[config.mk]
export PLATFORM = sky130hd
export DESIGN_NAME = load_queue
export DESIGN_NICKNAME = d
export VERILOG_FILES = /design/src/rtl/load_queue.sv
export SDC_FILE = /design/constraint.sdc
export NUM_CORES = 1
export LEC_CHECK = 0
export CORE_ASPECT_RATIO = 1.75
export CORE_MARGIN = 8
export CORE_UTILIZATION = 57
export DETAILED_ROUTE_END_ITERATION = 8
export PLACE_DENSITY = 0.8
export SLEW_MARGIN = 20
export SYNTH_ARGS = -nofsm -noshare
export SYNTH_HDL_FRONTEND = slang
export SYNTH_SLANG_ARGS = --single-unit
[constraint.sdc]
create_clock -name clock -period 3.85 [get_ports clock]
set_clock_uncertainty 0.2 [all_clocks]
set_input_delay 0.77 -clock clock [delete_from_list [all_inputs] [get_ports clock]]
set_output_delay 0.77 -clock clock [all_outputs]
set_load 0.005 [all_outputs]
[src/rtl/load_queue.sv]
// In-order load queue between the ACU and data memory: circular buffer,
// single outstanding MEM read, size/sign extraction and CDB writeback.
module load_queue #(
    parameter int LQ_DEPTH    = 4,
    parameter int XLEN        = 32,
    parameter int ROB_TAG_LEN = 5
) (
    input  logic                         clock,
    input  logic                         reset,
    input  logic                         lq_in_valid,
    input  logic [XLEN-1:0]              lq_in_address,
    input  logic [ROB_TAG_LEN-1:0]       lq_in_rob_tag,
    input  logic [1:0]                   lq_in_size,
    input  logic                         lq_in_unsigned,
    output logic                         full,
    output logic [$clog2(LQ_DEPTH+1)-1:0] count,
    input  logic                         pending_stores,
    input  logic                         mem_busy,
    output logic                         mem_req,
    output logic [XLEN-1:0]              mem_addr,
    input  logic                         mem_resp_valid,
    input  logic [XLEN-1:0]              mem_resp_data,
    output logic                         cdb_valid,
    output logic [ROB_TAG_LEN-1:0]       cdb_rob_tag,
    output logic [XLEN-1:0]              cdb_value,
    input  logic                         cdb_grant,
    input  logic                         flush
);
    localparam int PW = $clog2(LQ_DEPTH);
    localparam int CW = $clog2(LQ_DEPTH+1);

    typedef enum logic [1:0] {E_FREE, E_WAIT, E_ISSUED, E_DONE} est_t;

    est_t                   st_q   [LQ_DEPTH];
    logic [XLEN-1:0]        addr_q [LQ_DEPTH];
    logic [XLEN-1:0]        data_q [LQ_DEPTH];
    logic [ROB_TAG_LEN-1:0] tag_q  [LQ_DEPTH];
    logic [1:0]             size_q [LQ_DEPTH];
    logic                   uns_q  [LQ_DEPTH];

    logic [PW-1:0] head_q, head_d, issue_q, issue_d, tail_q, tail_d;
    logic [CW-1:0] count_q, count_d;
    logic          outst_q, outst_d, drop_q, drop_d;

    logic          alloc, issue_fire, resp_take, resp_fill, free_head;
    logic [PW-1:0] resp_idx;

    function automatic logic [XLEN-1:0] extend(input logic [XLEN-1:0] w,
                                               input logic [1:0] a,
                                               input logic [1:0] sz,
                                               input logic u);
        logic [XLEN-1:0] sh;
        logic [7:0]      b;
        logic [15:0]     h;
        extend = w;
        sh = '0;
        b  = '0;
        h  = '0;
        case (sz)
            2'd0: begin
                sh = w >> {a, 3'b000};
                b  = sh[7:0];
                extend = {{(XLEN-8){~u & b[7]}}, b};
            end
            2'd1: begin
                sh = w >> {a[1], 4'b0000};
                h  = sh[15:0];
                extend = {{(XLEN-16){~u & h[15]}}, h};
            end
            default: extend = w;
        endcase
    endfunction

    assign full      = (count_q == CW'(LQ_DEPTH));
    assign count     = count_q;
    assign mem_req   = (st_q[issue_q] == E_WAIT) && !pending_stores && !outst_q && !drop_q;
    assign mem_addr  = mem_req ? {addr_q[issue_q][XLEN-1:2], 2'b00} : '0;
    assign cdb_valid = (st_q[head_q] == E_DONE);
    assign cdb_rob_tag = cdb_valid ? tag_q[head_q]  : '0;
    assign cdb_value   = cdb_valid ? data_q[head_q] : '0;

    assign alloc      = lq_in_valid && !full && !flush;
    assign issue_fire = mem_req && !mem_busy && !flush;
    assign resp_take  = mem_resp_valid && outst_q;
    assign resp_fill  = resp_take && !drop_q && !flush;
    assign free_head  = cdb_valid && cdb_grant && !flush;
    // Only one request is ever in flight, so it is the entry just behind issue.
    assign resp_idx   = issue_q - PW'(1);

    always_comb begin
        head_d  = head_q;
        issue_d = issue_q;
        tail_d  = tail_q;
        count_d = count_q;
        outst_d = outst_q;
        drop_d  = drop_q;
        if (flush) begin
            head_d  = '0;
            issue_d = '0;
            tail_d  = '0;
            count_d = '0;
            // A response landing in the flush cycle retires the in-flight read.
            outst_d = outst_q && !mem_resp_valid;
            drop_d  = outst_q && !mem_resp_valid;
        end else begin
            if (alloc)      tail_d  = tail_q + PW'(1);
            if (issue_fire) begin
                issue_d = issue_q + PW'(1);
                outst_d = 1'b1;
            end
            if (resp_take) begin
                outst_d = 1'b0;
                drop_d  = 1'b0;
            end
            if (free_head)  head_d  = head_q + PW'(1);
            count_d = count_q + CW'(alloc) - CW'(free_head);
        end
    end

    always_ff @(posedge clock or negedge reset) begin
        if (!reset) begin
            head_q  <= '0;
            issue_q <= '0;
            tail_q  <= '0;
            count_q <= '0;
            outst_q <= 1'b0;
            drop_q  <= 1'b0;
        end else begin
            head_q  <= head_d;
            issue_q <= issue_d;
            tail_q  <= tail_d;
            count_q <= count_d;
            outst_q <= outst_d;
            drop_q  <= drop_d;
        end
    end

    always_ff @(posedge clock or negedge reset) begin
        if (!reset) begin
            for (int i = 0; i < LQ_DEPTH; i++) begin
                st_q[i]   <= E_FREE;
                addr_q[i] <= '0;
                data_q[i] <= '0;
                tag_q[i]  <= '0;
                size_q[i] <= '0;
                uns_q[i]  <= 1'b0;
            end
        end else if (flush) begin
            for (int i = 0; i < LQ_DEPTH; i++) st_q[i] <= E_FREE;
        end else begin
            if (alloc) begin
                st_q[tail_q]   <= E_WAIT;
                addr_q[tail_q] <= lq_in_address;
                tag_q[tail_q]  <= lq_in_rob_tag;
                size_q[tail_q] <= lq_in_size;
                uns_q[tail_q]  <= lq_in_unsigned;
            end
            if (issue_fire) st_q[issue_q] <= E_ISSUED;
            if (resp_fill) begin
                st_q[resp_idx]   <= E_DONE;
                data_q[resp_idx] <= extend(mem_resp_data, addr_q[resp_idx][1:0],
                                           size_q[resp_idx], uns_q[resp_idx]);
            end
            if (free_head) st_q[head_q] <= E_FREE;
        end
    end
endmodule

==> Word level (Yosys, flattened, before mapping) <==
Cells that the tools add are included.
{ "totals": {"output_inout_bits": 75, "word_cells": 170, "in_bits": 80, "regBits": 307} }
{ "op_classes": {"n_lt_le_gt_ge": 8, "eq_ne": 4, "mux": 71, "add_sub_neg": 6, "n_reduce_logical": 32, "n_bitwise": 17, "shifts": 2} }
{ "ops": {"columns": ["operator", "count"], "rows": [
  ["2-to-1 mux 32 bit", 10],
  ["bitwise mux 128 bit", 2],
  ["binary-select mux 32 bit (select 2 bit)", 3],
  ["demux 32 bit (select 2 bit)", 2],
  ["2-to-1 mux 8 bit", 8],
  ["one-hot mux 32 bit (2 select lines)", 1],
  ["2-to-1 mux 2 bit", 18],
  ["right shift 32 x 5 -> 16 bit", 1],
  ["right shift 32 x 5 -> 8 bit", 1],
  ["bitwise mux 20 bit", 1],
  ["2-to-1 mux 5 bit", 4],
  ["logical AND 1 bit", 17],
  ["demux 2 bit (select 2 bit)", 4],
  ["binary-select mux 2 bit (select 2 bit)", 3],
  [">= comparator 3 bit, second input constant", 4],
  ["< comparator 3 x 1 -> 1 bit, second input constant", 4],
  ["inverter 2 -> 3 bit", 4],
  ["binary-select mux 5 bit (select 2 bit)", 1],
  ["demux 5 bit (select 2 bit)", 1],
  ["AND 4 bit", 2],
  ["AND 8 bit", 1],
  ["bitwise mux 8 bit", 1],
  ["2-to-1 mux 1 bit", 8],
  ["inverter 4 bit", 2],
  ["other kinds (21)", 37]
]} }

==> Depth between registers and ports, before layout <==
Gate-level depths: netlist of the first run.
{ "logic_depth": {"word_depth": 18, "depth_mapped": 12, "ltp_nobuf": 10} }

==> Least setup slack after synthesis of the first run <==
No wires, ideal clock.
{ "synth_timing": {"path_type": "reg2reg", "startpoint": "register issue_q[0]", "endpoint": "register data_q[32] (netlist bit)", "period_less_slack_ns": 3.185, "stages_incl_launch_ff": 12, "required_time_ns": 3.524, "path_buffers": 4, "setup_slack_ns": 0.665, "arrival_time_ns": 2.859, "setup_ns": 0.126, "cell_sequence": "dfrtp_1 > buf_4 > buf_2 > inv_1 > ha_1 > mux4_2 > nand2b_1 > buf_6 > a21oi_2 > buf_6 > nor2_2 > a221o_1"} }
{ "synth_via": {"elab_chain_cells": 10, "elab_cells_between_ends": 21, "classes_between": "1 x add/sub; 2 x order compare; 1 x eq/ne; 2 x shift; 12 x mux; 1 x bitwise; 2 x reduce/logical"} }
{ "synth_lines": {"columns": ["item", "line", "rtl"], "rows": [
  ["start, declared", "41", "logic [PW-1:0] head_q, head_d, issue_q, issue_d, tail_q, tail_d;"],
  ["start signal, assigned", "130", "issue_q <= issue_d;"],
  ["subtractor 2 x 1 -> 2 bit *", "88", "assign resp_idx = issue_q - PW'(1);"],
  ["inverter 2 -> 3 bit (not written as such) *", "161, 162", null],
  ["binary-select mux 32 bit (select 2 bit) / binary-select mux 2 bit (select 2 bit) (equally long branches)", "161, 162", null],
  ["2-to-1 mux 2 bit, on equally long branches (2 in series)", "161, 162", null],
  ["right shift 32 x 5 -> 16 bit (tied with other cells)", "66", "sh = w >> {a[1], 4'b0000};"],
  ["one-hot mux 32 bit (2 select lines)", "59", "case (sz)"],
  ["2-to-1 mux 32 bit", "159", "if (resp_fill) begin"],
  ["2-to-1 mux 32 bit", "148", "end else if (flush) begin"],
  ["bitwise mux 128 bit *", "161", "data_q[resp_idx] <= extend(mem_resp_data, addr_q[resp_idx][1:0],"],
  ["end signal, assigned by index", "161", null],
  ["end, declared", "36", "logic [XLEN-1:0] data_q [LQ_DEPTH];"]
]} }
Every way passes the cells marked *; elsewhere a longest branch is shown, timed or not. The select of a mux whose other input is x is not followed.
A chain may end at the register's enable or synchronous reset.

==> Worst setup path after layout of the first run <==
{ "layout_timing": {"startpoint": "register head_q[0]", "endpoint": "output cdb_value[31]"} }
{ "layout_via": {"elab_chain_cells": 6, "elab_cells_between_ends": 9, "classes_between": "1 x eq/ne; 7 x mux; 1 x bitwise"} }
{ "layout_lines": {"columns": ["item", "line", "rtl"], "rows": [
  ["start, declared", "41", null],
  ["start signal, assigned", "122", "head_q <= '0;"],
  ["start signal, assigned", "129", "head_q <= head_d;"],
  ["inverter 2 -> 3 bit (not written as such) *", "78, 80", null],
  ["binary-select mux 2 bit (select 2 bit)", "78", "assign cdb_valid = (st_q[head_q] == E_DONE);"],
  ["2-to-1 mux 2 bit (not written as such) (2 in series)", "78", null],
  ["equality test 2 bit", "78", null],
  ["2-to-1 mux 32 bit *", "80", "assign cdb_value = cdb_valid ? data_q[head_q] : '0;"],
  ["end, declared", "25", "output logic [XLEN-1:0] cdb_value,"]
]} }
Marked as above.

==> results.yml, run 1 <==
clock_tree:
  clockRootBuffer: "clkbuf_16"
  tritoncts: "done"
  cts-htree-levels: 1
  clk_latency_ns: 0.56
  clk_pin_slew_ns: 0.07
  cts_setup_buffers: 0
  clock_sinks: 307
  clk_path_buf_depth: 3
  cts_made_buffers: 28
floorplan:
  rows: 78
  initial_utilization_pct: 57.5
  core_um2: 25800
  dieArea_um2: 31600
  ioPinCount: 155
  die_w_um: 138
  die_h_um: 229
routing:
  num_vias: 10200
  routed_wl_mm: 37.6
  drt-met1-wl_mm: 13.6
  ant_nets: 0
  route.met3.wl_mm: 2.44
  firstDrtPassIters: 6
  drt_iter0_drc: 719
  drcViolationCount: 0
  route.top_layer_used: "met5"
  dr_wl_met2_mm: 19.9
  vias_per_cell: 6.19
  wire_per_inst_um: 22.8
worst_setup_path:
  r2r-start: "issue_q[1]"
  crit_start: "head_q[0]"
  critPathMaxStageDelay_ns: 0.83
  critPathArrivalTime_ns: 2.79
  endpoint_kind: "primary output"
  cp-start-kind: "register"
  worstPathRequired_ns: 2.88
  r2r_slack_ns: 0.41
  crit_type: "reg2out"
  cp_cell_sequence: "clkinvlp_4, mux4_4, nor2b_1, clkdlybuf4s50_1"
  r2r_end: "data_q[114]"
  worst_r2r_path_depth: 7
  slowest_stage: "mux4_4"
  cp_max_fo: 6
power:
  irDropWorstVdd_uv: 418
  leakage_nw: 7.52
  power.density_nw_per_um2: 511
  power.total_w: 0.00902
yosys:
  yosys_register_bits: 307
  synth_common_cells: "307 x dfrtp_1, 160 x mux2_2, 107 x nor2_1"
  yosysTopAreaCell: "dfrtp_1"
  synth.top_cell.area_share_pct: 51.9
  syn_area_um2: 14800
  synth_edf_count: 0
  post_synth_inst_count: 1181
  syn_avg_cell_area_um2: 12.5
  synth.area.top_cells: "dfrtp_1 52%, mux2_2 12%, mux4_2 11%"
  async_flop_share_pct: 100
  synth_flop_cell: "dfrtp_1"
  yosys_warnings: 0
  seq_area_frac_synth_pct: 51.9
  yosysMostFrequentCell: "dfrtp_1"
  yosysUniqueCellTypes: 54
sta:
  rsz0062_at_grt: "no"
  slew_violations: 0
  worst-slew-pin-transition_ns: 0.736
  fin_crit_ns: 3.76
  hold_violations: 0
  finalCritPeriodShare_pct: 97.6
  setup_viol: 0
  fin_setup_tns_ns: 0
  fmax_ghz: 0.266
  maxSlewHeadroom_pct: 50.6
status:
  outcome: "completed"
hold_path:
  hold_start: "data_q[118]"
  whs_endpoint: "data_q[118]"
  hold_depth: 2
  min_path_type: "reg2reg"
run:
  maxCapViolCount: 0
place:
  place_hpwl_mm: 24.4
  place_area_um2: 16700
  gp_congestion: 0.849
  port_buffers: 152
grt:
  antenna_found_initial: 3
  grt-ovfl-total: 0
  grt_usage_pct: 24.0
  grt_pass1_wl_mm: 59.5
  grt_start_max_net_pins: 90
  grt_pass1_vias: 11100
final_layout:
  finalInstanceArea_um2: 17700
  final_util_pct: 68.6
  num-fill-cells: 1875
  drive_gt1_share_pct: 25.8
  final_net_count: 1405
  syn_to_final_growth_pct: 19.3
[cell families (layout without fill, tap and decap cells)]
family          count (synthesis)  in the layout  share of synthesized area, %
compound gates                200            200                          9.33
buf+inv                       106            247                          3.36
flops                         307            307                          51.9
fa+ha+maj                      19             19                          1.66
mux                           238            241                          23.6
simple gates                  305            305                          9.83
xor+xnor                        5              5                         0.296
other cells                     1              3                        0.0253
[metal layers]
layer	vias up	GRT usage (%)
met4	4	11.2
met3	88	4.01
met1	5211	28.0
li1	4534	-
met5	-	0
met2	354	41.5
[flip-flops by register name (all words and copies together), names as in the netlist]
signal / flops
addr_q: 128
count: 3
data_q: 128
drop_q: 1
head_q: 2
issue_q: 2
outst_q: 1
size_q: 8
st_q: 8
tag_q: 20
tail_q: 2
uns_q: 4
[layout by cell type, fill, tap and decap left out, drive strengths merged, types with 15 or more instances in the layout]
cell and instances:
inv 15, o21ai 23, clkbuf 39, a31oi 85, a21o 18, buf 29
nand2 78, mux4 76, a221o 20, nor2 109, nor2b 38, ha 18
and2 47, clkdlybuf4s50 151, a21oi 35, mux2 160, dfrtp 307
[timing repair]
item                                    4_1_cts  5_1_grt
hold buffers                                  1        0
pin swaps                                     0        0
gates cloned                                  2        1
hold endpoints to repair                      1        0
endpoints found under the setup margin        4       20
gates resized for setup                       1        1
[how the worst max path moves through the flow]
stage / endpoint / slack [ns]
final: cdb_value[31] / 0.09
after global routing: mem_addr[21] / 0.005
after CTS: cdb_value[31] / 0.008
after detailed placement: mem_addr[15] / 0.17
after global placement: mem_addr[14] / 0.18
after floorplan: data_q[32] / 0.67
[through the flow]
stage                     worst slack, ns  cells  hold slack [ns]
after floorplan                     0.665   1182            0.245
after global placement              0.180   1592            0.259
after detailed placement            0.165   1592            0.269
after CTS                         0.00822   1645            0.284
after global routing              0.00452   1647            0.305
final                              0.0913   1647            0.285
[report_power, final]
part | leakage [nW] | internal, W | switching, W
registers | 4.03 | 0.00395 | 0.000355
logic | 3.04 | 0.00102 | 0.000920
clock network | 0.457 | 0.00157 | 0.00120
total | 7.52 | 0.00654 | 0.00248
[worst max-delay path: cells and delay by family, from the launching register on]
family / cells / cell delay (ns)
buffers and inverters: 2 / 0.74
multiplexers: 1 / 0.83
AND/OR/NAND/NOR: 1 / 0.24
flip-flops: 1 / 0.44
[cell type report]
cell class | instances | area (µm²) | share of cell area, %
multi-input cells | 772 | 6720 | 38.1
inverters | 16 | 63.8 | 0.361
clock buffers | 39 | 833 | 4.72
diodes | 1 | 2.50 | 0.0142
repair buffers | 181 | 1870 | 10.6
flip-flops and latches | 307 | 7680 | 43.5
clock inverters | 11 | 85.1 | 0.482
well taps | 320 | 400 | 2.27
Power figures use the tool's default switching activity.
==> run 2: changes to the inputs <==
--- a/config.mk
+++ b/config.mk
@@ -10,6 +10,7 @@
 export CORE_UTILIZATION = 57
 export DETAILED_ROUTE_END_ITERATION = 8
 export PLACE_DENSITY = 0.8
+export SKIP_LAST_GASP = 1
 export SLEW_MARGIN = 20
 export SYNTH_ARGS = -nofsm -noshare
 export SYNTH_HDL_FRONTEND = slang
==> results of run 2 <==
No change in the layout: final DEF, timing and power equal those of run 1.
